**config.mk**
```make
export PLATFORM = sky130hd
export DESIGN_NAME = average_filter_3x3
export DESIGN_NICKNAME = d
export VERILOG_FILES = /design/src/rtl/average_filter_3x3_pkg.sv /design/src/rtl/sum3.sv /design/src/rtl/average_filter_3x3.sv
export SDC_FILE = /design/constraint.sdc
export NUM_CORES = 1
export LEC_CHECK = 0
export ABC_AREA = 0
export CAP_MARGIN = 20
export CORE_MARGIN = 2
export CORE_UTILIZATION = 35
export CTS_BUF_LIST = sky130_fd_sc_hd__clkbuf_4
export DETAILED_ROUTE_END_ITERATION = 8
export HOLD_SLACK_MARGIN = 0.05
export PLACE_DENSITY_LB_ADDON = 0.05
export REMOVE_ABC_BUFFERS = 1
export SLEW_MARGIN = 15
export SYNTH_ARGS = -nofsm -noshare
export SYNTH_HDL_FRONTEND = slang
export SYNTH_SLANG_ARGS = --single-unit
```
**constraint.sdc**
```tcl
create_clock -name clk_100M -period 16.7 [get_ports clk_100M]
set_input_delay 3.34 -clock clk_100M [delete_from_list [all_inputs] [get_ports clk_100M]]
set_output_delay 3.34 -clock clk_100M [all_outputs]
set_load 0.05 [all_outputs]
```
**src/rtl/average_filter_3x3_pkg.sv**
```systemverilog
// rtl/average_filter_3x3_pkg.sv - shared widths and divide-by-9 constants
// Purpose: constants and the rounded divide-by-9 helper for the 3x3 mean filter.
// Ports: none (package).
package average_filter_3x3_pkg;

  localparam int PIX_W      = 8;
  localparam int ROW_SUM_W  = 10;
  localparam int SUM_W      = 12;
  localparam int DIV9_MUL   = 7282;
  localparam int DIV9_SHIFT = 16;
  localparam int ROUND_BIAS = 4;

  // (2295 + 4) * 7282 < 2^24, so a 25-bit product never overflows.
  localparam int PROD_W = SUM_W + 13;

  // Reciprocal multiply: ((sum + 4) * 7282) >> 16 == floor((sum + 4) / 9)
  // for every sum in 0..2295, which is round-to-nearest of sum / 9.
  function automatic logic [PIX_W-1:0] div9_round(input logic [SUM_W-1:0] sum);
    logic [PROD_W-1:0] prod;
    prod = (PROD_W'(sum) + PROD_W'(ROUND_BIAS)) * PROD_W'(DIV9_MUL);
    return prod[DIV9_SHIFT +: PIX_W];
  endfunction

endpackage

```
**src/rtl/sum3.sv**
```systemverilog
// rtl/sum3.sv - combinational three-pixel row adder
// Purpose: adds three 8-bit pixels into a 10-bit row sum that cannot overflow.
// Ports: a, b, c - pixels; sum - a + b + c.
module sum3
  import average_filter_3x3_pkg::*;
(
  input  logic [PIX_W-1:0]     a,
  input  logic [PIX_W-1:0]     b,
  input  logic [PIX_W-1:0]     c,
  output logic [ROW_SUM_W-1:0] sum
);

  assign sum = ROW_SUM_W'(a) + ROW_SUM_W'(b) + ROW_SUM_W'(c);

endmodule

```
**src/rtl/average_filter_3x3.sv**
```systemverilog
// rtl/average_filter_3x3.sv - three-stage 3x3 mean filter with threshold output
// Purpose: rounded mean of a 3x3 window plus a binarised result, after a warm-up
//   of WARMUP windows following each enable rise or reset.
// Ports: clk_100M, rst_n (async, active low), average_filter_en, in_valid,
//   matrix_p11..matrix_p33 (window, p22 centre), thresh;
//   avg_out, bin_out, avg_valid (strobe, three cycles after in_valid).
module average_filter_3x3 #(
  parameter int WARMUP = 2,
  parameter int PIX_W  = 8   // only 8 is supported
) (
  input  logic             clk_100M,
  input  logic             rst_n,
  input  logic             average_filter_en,
  input  logic             in_valid,
  input  logic [PIX_W-1:0] matrix_p11,
  input  logic [PIX_W-1:0] matrix_p12,
  input  logic [PIX_W-1:0] matrix_p13,
  input  logic [PIX_W-1:0] matrix_p21,
  input  logic [PIX_W-1:0] matrix_p22,
  input  logic [PIX_W-1:0] matrix_p23,
  input  logic [PIX_W-1:0] matrix_p31,
  input  logic [PIX_W-1:0] matrix_p32,
  input  logic [PIX_W-1:0] matrix_p33,
  input  logic [PIX_W-1:0] thresh,
  output logic [PIX_W-1:0] avg_out,
  output logic             bin_out,
  output logic             avg_valid
);

  import average_filter_3x3_pkg::*;

  localparam int CNT_W = (WARMUP < 1) ? 1 : $clog2(WARMUP + 1);
  localparam logic [CNT_W-1:0] WARM_DONE = CNT_W'(WARMUP);

  logic [ROW_SUM_W-1:0] row1_sum, row2_sum, row3_sum;
  logic [ROW_SUM_W-1:0] row1_q, row2_q, row3_q;
  logic [SUM_W-1:0]     sum_q;
  logic                 v1_q, v2_q;
  logic [CNT_W-1:0]     warm_cnt;
  logic                 accept;
  logic [PIX_W-1:0]     mean;

  sum3 u_row1 (.a(matrix_p11), .b(matrix_p12), .c(matrix_p13), .sum(row1_sum));
  sum3 u_row2 (.a(matrix_p21), .b(matrix_p22), .c(matrix_p23), .sum(row2_sum));
  sum3 u_row3 (.a(matrix_p31), .b(matrix_p32), .c(matrix_p33), .sum(row3_sum));

  // A window only enters the valid pipeline once warm-up has completed.
  assign accept = in_valid && average_filter_en && (warm_cnt == WARM_DONE);
  assign mean   = div9_round(sum_q);

  always_ff @(posedge clk_100M or negedge rst_n) begin
    if (!rst_n) begin
      row1_q    <= '0;
      row2_q    <= '0;
      row3_q    <= '0;
      sum_q     <= '0;
      v1_q      <= 1'b0;
      v2_q      <= 1'b0;
      avg_valid <= 1'b0;
      warm_cnt  <= '0;
      avg_out   <= '0;
      bin_out   <= 1'b0;
    end else begin
      // Data path free-runs; only the valid bits gate what becomes visible.
      row1_q <= row1_sum;
      row2_q <= row2_sum;
      row3_q <= row3_sum;
      sum_q  <= SUM_W'(row1_q) + SUM_W'(row2_q) + SUM_W'(row3_q);

      if (!average_filter_en) begin
        // Dropping enable flushes in-flight windows and restarts warm-up;
        // avg_out/bin_out keep their last value.
        v1_q      <= 1'b0;
        v2_q      <= 1'b0;
        avg_valid <= 1'b0;
        warm_cnt  <= '0;
      end else begin
        v1_q      <= accept;
        v2_q      <= v1_q;
        avg_valid <= v2_q;
        if (in_valid && (warm_cnt != WARM_DONE)) begin
          warm_cnt <= warm_cnt + 1'b1;
        end
        if (v2_q) begin
          avg_out <= mean;
          bin_out <= (mean >= thresh);  // thresh sampled live in this cycle
        end
      end
    end
  end

endmodule

```
## Word level (Yosys, flattened, before mapping)

Cells that the tools add are included.

- Bits in registers: 56
- Input port bits: 84
- Output and inout bits: 10
- Logic and storage cells: 34

- $add $sub $neg: 10
- Multiply operators: 1
- Order comparisons: 1
- Equal/unequal tests: 3
- Muxes and demuxes: 5
- Reduce and logical (&&, ||, !) cells: 4

Operators with widths:

| cell | number |
|---|---|
| $add 10x8->10 | 3 |
| $add 8x8->9 | 3 |
| $mul 13x12->23 const B | 1 |
| $add 12x3->13 const B | 1 |
| $add 11x10->12 | 1 |
| $add 10x10->11 | 1 |
| $ge 8x8->1 | 1 |
| $mux 2 | 2 |
| $logic_and 1x1->1 | 3 |
| $mux 1 | 3 |
| $add 2x1->2 const B | 1 |
| $eq 2x2->1 const B | 1 |
| $ne 2x1->1 const B | 1 |
| $ne 2x2->1 const B | 1 |
| $reduce_and 2->1 | 1 |

## Longest topological paths before layout

Gate-level depths: netlist (run 1).

- Depth in word-level cells: 4
- Mapped depth: 29
- Depth with buffers taken out: 29

## Hierarchy

From an unflattened synthesis (run 1), not the netlist that was laid out.

- Cell total of the unflattened synthesis: 642
- Area total of the unflattened synthesis: 6414.9 µm²

By module, submodules not included:

| module | times used | cells an instance | area each (µm²) | seq. area each (µm²) |
|---|---|---|---|---|
| average_filter_3x3 | 1 | 481 | 4899.7 | 1401.3 |
| sum3 at u_row1 ... | 2 | 53 | 496.7 | 0.0 |
| sum3 at u_row3 | 1 | 55 | 521.8 | 0.0 |

## Worst setup path after synthesis (run 1)

OpenSTA, ideal clock, no wires.

- Path kind: reg-to-reg
- Start point: register sum_q[2]
- End point: register bin_out
- Setup time: 0.130 ns
- Data arrival time: 5.733 ns
- Data required time: 16.570 ns
- Slack: 10.837 ns
- Cell stages (with the launch flop): 30
- Buffers on the path: 0
- Clock period less this slack: 5.863 ns
- Path through: dfrtp_1 -> nand2_1 -> nor2_1 -> nand2_1 -> xnor2_1 -> xnor2_1 -> ha_1 -> a21o_1 -> ha_1 -> inv_1 -> fa_1 -> inv_1 -> fa_1 -> inv_1 -> fa_1 -> inv_1 -> ha_1 -> a21oi_1 -> nand2_1 -> o31ai_4 -> o21ai_2 -> a21oi_1 -> xnor2_1 -> ha_1 -> nand2b_1 -> a21o_1 -> a21oi_1 -> o21ai_0 -> a31oi_1 -> o21ai_0

- Longest elaborated chain between the ends: 3

RTL lines:

| item | RTL line | RTL |
|---|---|---|
| start, declared | average_filter_3x3.sv:37 | `logic [SUM_W-1:0] sum_q;` |
| start signal, assigned | average_filter_3x3.sv:68 | `sum_q <= SUM_W'(row1_q) + SUM_W'(row2_q) + SUM_W'(row3_q);` |
| $add 12x3->13 | average_filter_3x3_pkg.sv:20 | `prod = (PROD_W'(sum) + PROD_W'(ROUND_BIAS)) * PROD_W'(DIV9_MUL);` |
| $mul 13x12->23 | average_filter_3x3_pkg.sv:20 |  |
| $ge 8x8->1 | average_filter_3x3.sv:86 | `bin_out <= (mean >= thresh);` |
| end signal, assigned | average_filter_3x3.sv:86 |  |
| end, declared | average_filter_3x3.sv:26 | `output logic bin_out,` |

Every way passes these cells.
A chain may end at the register's enable or synchronous reset.

## Final worst setup path (run 1)

- Start point: register sum_q[3]
- End point: register bin_out

The elaborated chain is that of the path after synthesis.

==> results of run 1 <==
-- layer usage --
metal	up-vias	share of wire	wire (um)	track usage
met4	0	0.014	197	0.0384
met5	-	0	0	0
met3	10	0.022	308	0.0185
met2	58	0.50	6980	0.255
met1	2332	0.46	6340	0.180
li1	2520	-	-	-
-- sequential cells by signal (all words and copies together), names as in the netlist --
name       flops
warm_cnt       2
avg_out        8
sum_q         12
row1_q        10
row3_q        10
bin_out        1
avg_valid      1
row2_q        10
v2_q           1
v1_q           1
-- cell type report --
cell class	count	area, um^2
Antenna cell	1	2.50
Clock buffer	5	37.5
Clock inverter	2	60.1
Fill cell	1876	10700
Inverter	96	360
Multi-Input combinational cell	527	4880
Sequential cell	56	1400
Tap cell	234	293
Timing Repair Buffer	94	933
-- placed cells by master (no fill, tap or decap), drive strengths merged, types with 6 or more instances in the layout --
master,n
a211oi,9
a21o,22
a21oi,36
and3,7
clkdlybuf4s50,92
dfrtp,56
fa,44
ha,135
inv,96
nand2,25
nand2b,8
nand3,7
nor2,44
nor2b,17
nor3,17
o21a,14
o21ai,22
o41ai,6
xnor2,59
xor2,15
-- Yosys cell counts, drive strengths merged --
| master | n |
|---|---|
| a2111oi | 1 |
| a211o | 2 |
| a211oi | 9 |
| a21boi | 1 |
| a21o | 22 |
| a21oi | 36 |
| a31o | 1 |
| a31oi | 3 |
| and2 | 3 |
| and3 | 7 |
| buf | 3 |
| clkbuf | 1 |
| dfrtp | 56 |
| fa | 44 |
| ha | 135 |
| inv | 96 |
| maj3 | 1 |
| mux2 | 3 |
| mux2i | 3 |
| nand2 | 25 |
| nand2b | 8 |
| nand3 | 7 |
| nand3b | 1 |
| nand4 | 5 |
| nor2 | 44 |
| nor2b | 17 |
| nor3 | 17 |
| nor4 | 1 |
| nor4b | 3 |
| o211ai | 2 |
| o21a | 14 |
| o21ai | 22 |
| o21bai | 2 |
| o311ai | 3 |
| o31ai | 3 |
| o41a | 1 |
| o41ai | 6 |
| or3 | 1 |
| xnor2 | 59 |
| xor2 | 15 |
-- kinds of logic (layout without fill, tap and decap cells) --
kind of cell | Yosys count | count (layout) | synth area share
buf+inv | 100 | 197 | 0.0576
compound gates | 128 | 128 | 0.134
mux | 6 | 6 | 0.0101
flops | 56 | 56 | 0.210
other cells | 0 | 1 | 0
fa+ha+maj | 180 | 180 | 0.387
simple gates | 139 | 139 | 0.104
xor+xnor | 74 | 74 | 0.0972
-- worst max-delay path: cells and delay by family (launching register included) --
| family | cells | cell delay (ns) |
|---|---|---|
| flip-flops | 1 | 0.45 |
| buffers and inverters | 4 | 0.20 |
| adder cells (fa/ha/maj) | 7 | 2.66 |
| XOR/XNOR | 3 | 0.73 |
| AO/OA/AOI/OAI | 10 | 1.72 |
| AND/OR/NAND/NOR | 5 | 0.62 |
-- metrics by stage --
step / utilization / setup slack, ns
2_1_floorplan: - / 10.84
3_3_place_gp: 0.421 / 10.30
3_5_place_dp: 0.421 / 10.23
4_1_cts: 0.426 / 10.26
5_1_grt: 0.426 / 9.76
6_report: 0.426 / 10.24
-- worst paths after layout --
check	from	to	slack, ns	depth (start not counted)
min in group asynchronous	rst_n	v2_q	3.04	2
worst max-delay path	sum_q[3]	bin_out	10.24	29
worst max register to register	sum_q[3]	bin_out	10.24	29
max in group asynchronous	rst_n	row3_q[1]	13.19	2
worst min-delay path	v1_q	v2_q	0.48	1
worst min register to register	v1_q	v2_q	0.48	1
==> results.cfg, run 1 <==
[floorplanning]
die_h_um = 142
die_area_um2 = 20200
die_width_um = 142
start_util = 0.356
fp-row-count = 50
pin_count = 94
coreArea_um2 = 18700

[route]
wirelength_um = 13800
dr_total_vias = 4920
drt-initial-drc-count = 104
first_pass_iters = 4
wl_per_cell_um = 13.6
drc = 0
via_per_inst = 4.85
antenna_left = 0

[synthesis]
synth_cells = 683
synth-seq-cells = 56
synth_top_cell_by_area = ha_1
ys_top_cells_by_area = ha_1 25%, dfrtp_1 21%, fa_1 13%
synth_seq_area_share = 0.210
ys_warn_count = 0
yosysUniqueCellTypes = 53
synth_top_area_share = 0.253
syn_area_um2 = 6670
syn_avg_cell_area_um2 = 9.76

[finish]
area_growth_pct = 19.5
layout-drive-gt1-share = 0.0308
instances_no_fill = 1015
fin_nets = 1043
final_area_um2 = 7970

[clock_network]
clockBufferDepth = 2
htree_levels = 2
clock_latency_ns = 0.41
cts_made_buffers = 5
clk_pin_slew_ns = 0.16
post_cts_buffers = 0
cts_tree = yes
cts_sinks = 56
root_buffer = clkbuf_4
holdBufCountCts = 0
postCtsResizedCells = 0

[sta]
max_clock_freq_mhz = 155
layout_min_cycle_time_ns = 6.46
setup-violations-final = 0
holdWs_ns = 0.481
min_period_over_period = 0.387
fin_skew_ns = 0.0130
final-hold-violation-count = 0
worstMarginPinSlew_ns = 0.710
slew_headroom = 0.527
rsz0062_at_grt = false
tns_ns = 0
slew_violations = 0

[critical_path]
critPathCaptureType = flip-flop
cpPeakStageDelay_ns = 0.53
slowest_stage = fa_1
cp.required_ns = 17.01
cp.arrival_ns = 6.78
critPathMaxFanout = 5
startpoint_type = flip-flop
path_class = reg -> reg

[flow_run]
cap_violations = 0

[place]
dp_cells = 1007
place.gp.congestion = 0.860
dpl.hpwl_um = 12300
place_area_um2 = 7870
port_buffers = 93

[hold_path]
hp-class = reg -> reg

[global_route]
gr-total-overflow = 0
track_usage = 0.143
grt_pass1_wl_um = 23100
antenna_found_initial = 1
grt_pass1_vias = 5100
grt_max_degree = 57

[status]
status = complete, no violations
Power of run 1 is not shown: default switching activity piles up to over one toggle a cycle in this logic, so the estimate is an artifact.
==> inputs of run 2 (changes only) <==
==> constraint.sdc (replaced) <==
create_clock -name clk_100M -period 6.6 [get_ports clk_100M]
set_input_delay 1.32 -clock clk_100M [delete_from_list [all_inputs] [get_ports clk_100M]]
set_output_delay 1.32 -clock clk_100M [all_outputs]
set_load 0.05 [all_outputs]
==> run 2 against run 1 <==
Sequential share of layout area down 0.29 points. Worst hold slack worse by 0.00057 ns. Maximum frequency up 3.6%. Non-clock buffer count up 9. Final cell count up 0.99%. Clock-buffer cell count unchanged. Die area unchanged. Register-to-register slack worse by 9.9 ns. Highest routed layer unchanged.
==> results.cfg, run 2 (synthesis results as in run 1) <==
[clock_network]
cts_made_buffers = 5
clk_pin_slew_ns = 0.17
clockBufferDepth = 2
root_buffer = clkbuf_4
htree_levels = 2
holdBufCountCts = 0
cts_sinks = 56
cts_tree = yes
clock_latency_ns = 0.42

[place]
dpl.hpwl_um = 12200
port_buffers = 93
dp_cells = 1009
place.gp.congestion = 0.834

[critical_path]
cp.required_ns = 6.92
critPathMaxFanout = 5
critPathCaptureType = flip-flop
cp_top_family = adder cells
r2r_end = bin_out
cp.arrival_ns = 6.55
r2r_setup_slack_ns = 0.36
worst_r2r_path_depth = 26
critPathBufInv = 5
worstReg2RegStart = sum_q[2]
slowest_stage = fa_1
path_class = reg -> reg
cpPeakStageDelay_ns = 0.53
startpoint_type = flip-flop

[finish]
area_growth_pct = 21.5
nFillCells = 1837
largest_register_ffs = 12
instances_no_fill = 1025
max_flop_register = sum_q
fin_nets = 1052
layout_common_cells = 135 x ha_1, 95 x inv_1, 92 x clkdlybuf4s50_1
layout-drive-gt1-share = 0.0608
final_common_cell = ha_1

[hold_path]
hp-class = reg -> reg
min-delay-start = v1_q
hold_path_depth = 1
hold_end = v2_q

[route]
wl_per_cell_um = 13.6
first_pass_iters = 4
antenna_left = 0
via_per_inst = 4.86
wirelength_um = 14000
drc = 0
dr_total_vias = 4982
drt-initial-drc-count = 147

[sta]
max_clock_freq_mhz = 160
final-hold-violation-count = 0
layout_min_cycle_time_ns = 6.24
min_period_over_period = 0.945
setup-violations-final = 0
fin_skew_ns = 0.0242
worstMarginPinSlew_ns = 0.716
slew_headroom = 0.523
slew_violations = 0

[global_route]
grt_max_degree = 57
track_usage = 0.141
antenna_found_initial = 1
grt_pass1_vias = 5044
grt_pass1_wl_um = 22700
gr-total-overflow = 0

[floorplanning]
die_area_um2 = 20200
pin_count = 94
coreArea_um2 = 18700
die_h_um = 142
die_width_um = 142
fp-row-count = 50
start_util = 0.356

[status]
status = complete, no violations

[flow_run]
cap_violations = 0
[run 2: cell types whose count changed in the layout (fill, tap and decap cells not counted), moves of 2 or more]
| cell | previous run | this run |
|---|---|---|
| xnor2_2 | 0 | 3 |
| a21oi_1 | 35 | 31 |
| a21oi_2 | 1 | 5 |
| buf_4 | 1 | 10 |
| nor2_1 | 44 | 42 |
| nor2_2 | 0 | 2 |
| xnor2_1 | 59 | 55 |
[run 2: what timing repair did]
item | 4_1_cts | 5_1_grt
hold endpoints to repair | 0 | 0
setup endpoints to repair | 0 | 1
gates resized for setup | 0 | 16
setup buffers | 0 | 7
[run 2: worst reg2reg max path, stage by stage (launching register included)]
cell	delay (ns)
dfrtp_1	0.44
ha_1	0.22
nand3_2	0.12
nor2_2	0.20
buf_4	0.14
nand3_1	0.13
xnor2_2	0.26
fa_1	0.44
ha_1	0.31
inv_1	0.06
fa_1	0.52
inv_1	0.05
fa_1	0.49
inv_1	0.05
fa_1	0.53
inv_1	0.04
ha_1	0.35
a21oi_1	0.23
o21ai_1	0.16
nor4b_1	0.33
mux2i_1	0.14
nand2_1	0.09
ha_1	0.23
a211oi_1	0.22
o21ai_0	0.12
a31oi_1	0.17
o21ai_0	0.11
[run 2: how the worst max path moves through the flow]
stage                         from      end  slack (ns)  cells after the start
after floorplan           sum_q[2]  bin_out        0.74                     29
after CTS                 sum_q[3]  bin_out        0.14                     29
after detailed placement  sum_q[2]  bin_out        0.16                     29
after global routing      sum_q[2]  bin_out       -0.04                     25
after global placement    sum_q[2]  bin_out        0.35                     29
final                     sum_q[2]  bin_out        0.36                     26
[run 2: metal layers]
metal  track usage  vias to the layer above  part of all wire
met5             0                        -                 0
li1              -                     2551                 -
met4        0.0326                        0            0.0089
met2         0.259                       67              0.52
met3        0.0219                        7             0.027
met1         0.174                     2357              0.45
[run 2: stage by stage]
| step | setup TNS [ns] | hold WS [ns] | cell area, um^2 | worst slack (ns) | util |
|---|---|---|---|---|---|
| after floorplan | 0 | 0.434 | 6640 | 0.737 | - |
| after detailed placement | 0 | 0.445 | 7890 | 0.156 | 0.422 |
| after CTS | 0 | 0.483 | 7970 | 0.145 | 0.426 |
| after global routing | -0.0380 | 0.508 | 8100 | -0.0380 | 0.433 |
| final | 0 | 0.480 | 8100 | 0.362 | 0.433 |
| after global placement | 0 | 0.442 | 7890 | 0.354 | 0.422 |
[run 2: cell type report]
class                      instances  area, um^2  share of cell area
inverter                          96         360              0.0445
tap                              234         293              0.0361
timing repair buffer             103        1000               0.124
multi-input combinational        527        4960               0.612
sequential                        56        1400               0.173
antenna                            1        2.50            0.000309
clock inverter                     3        50.0             0.00618
clock buffer                       5        37.5             0.00463
Power of run 2 is left out for the same reason.
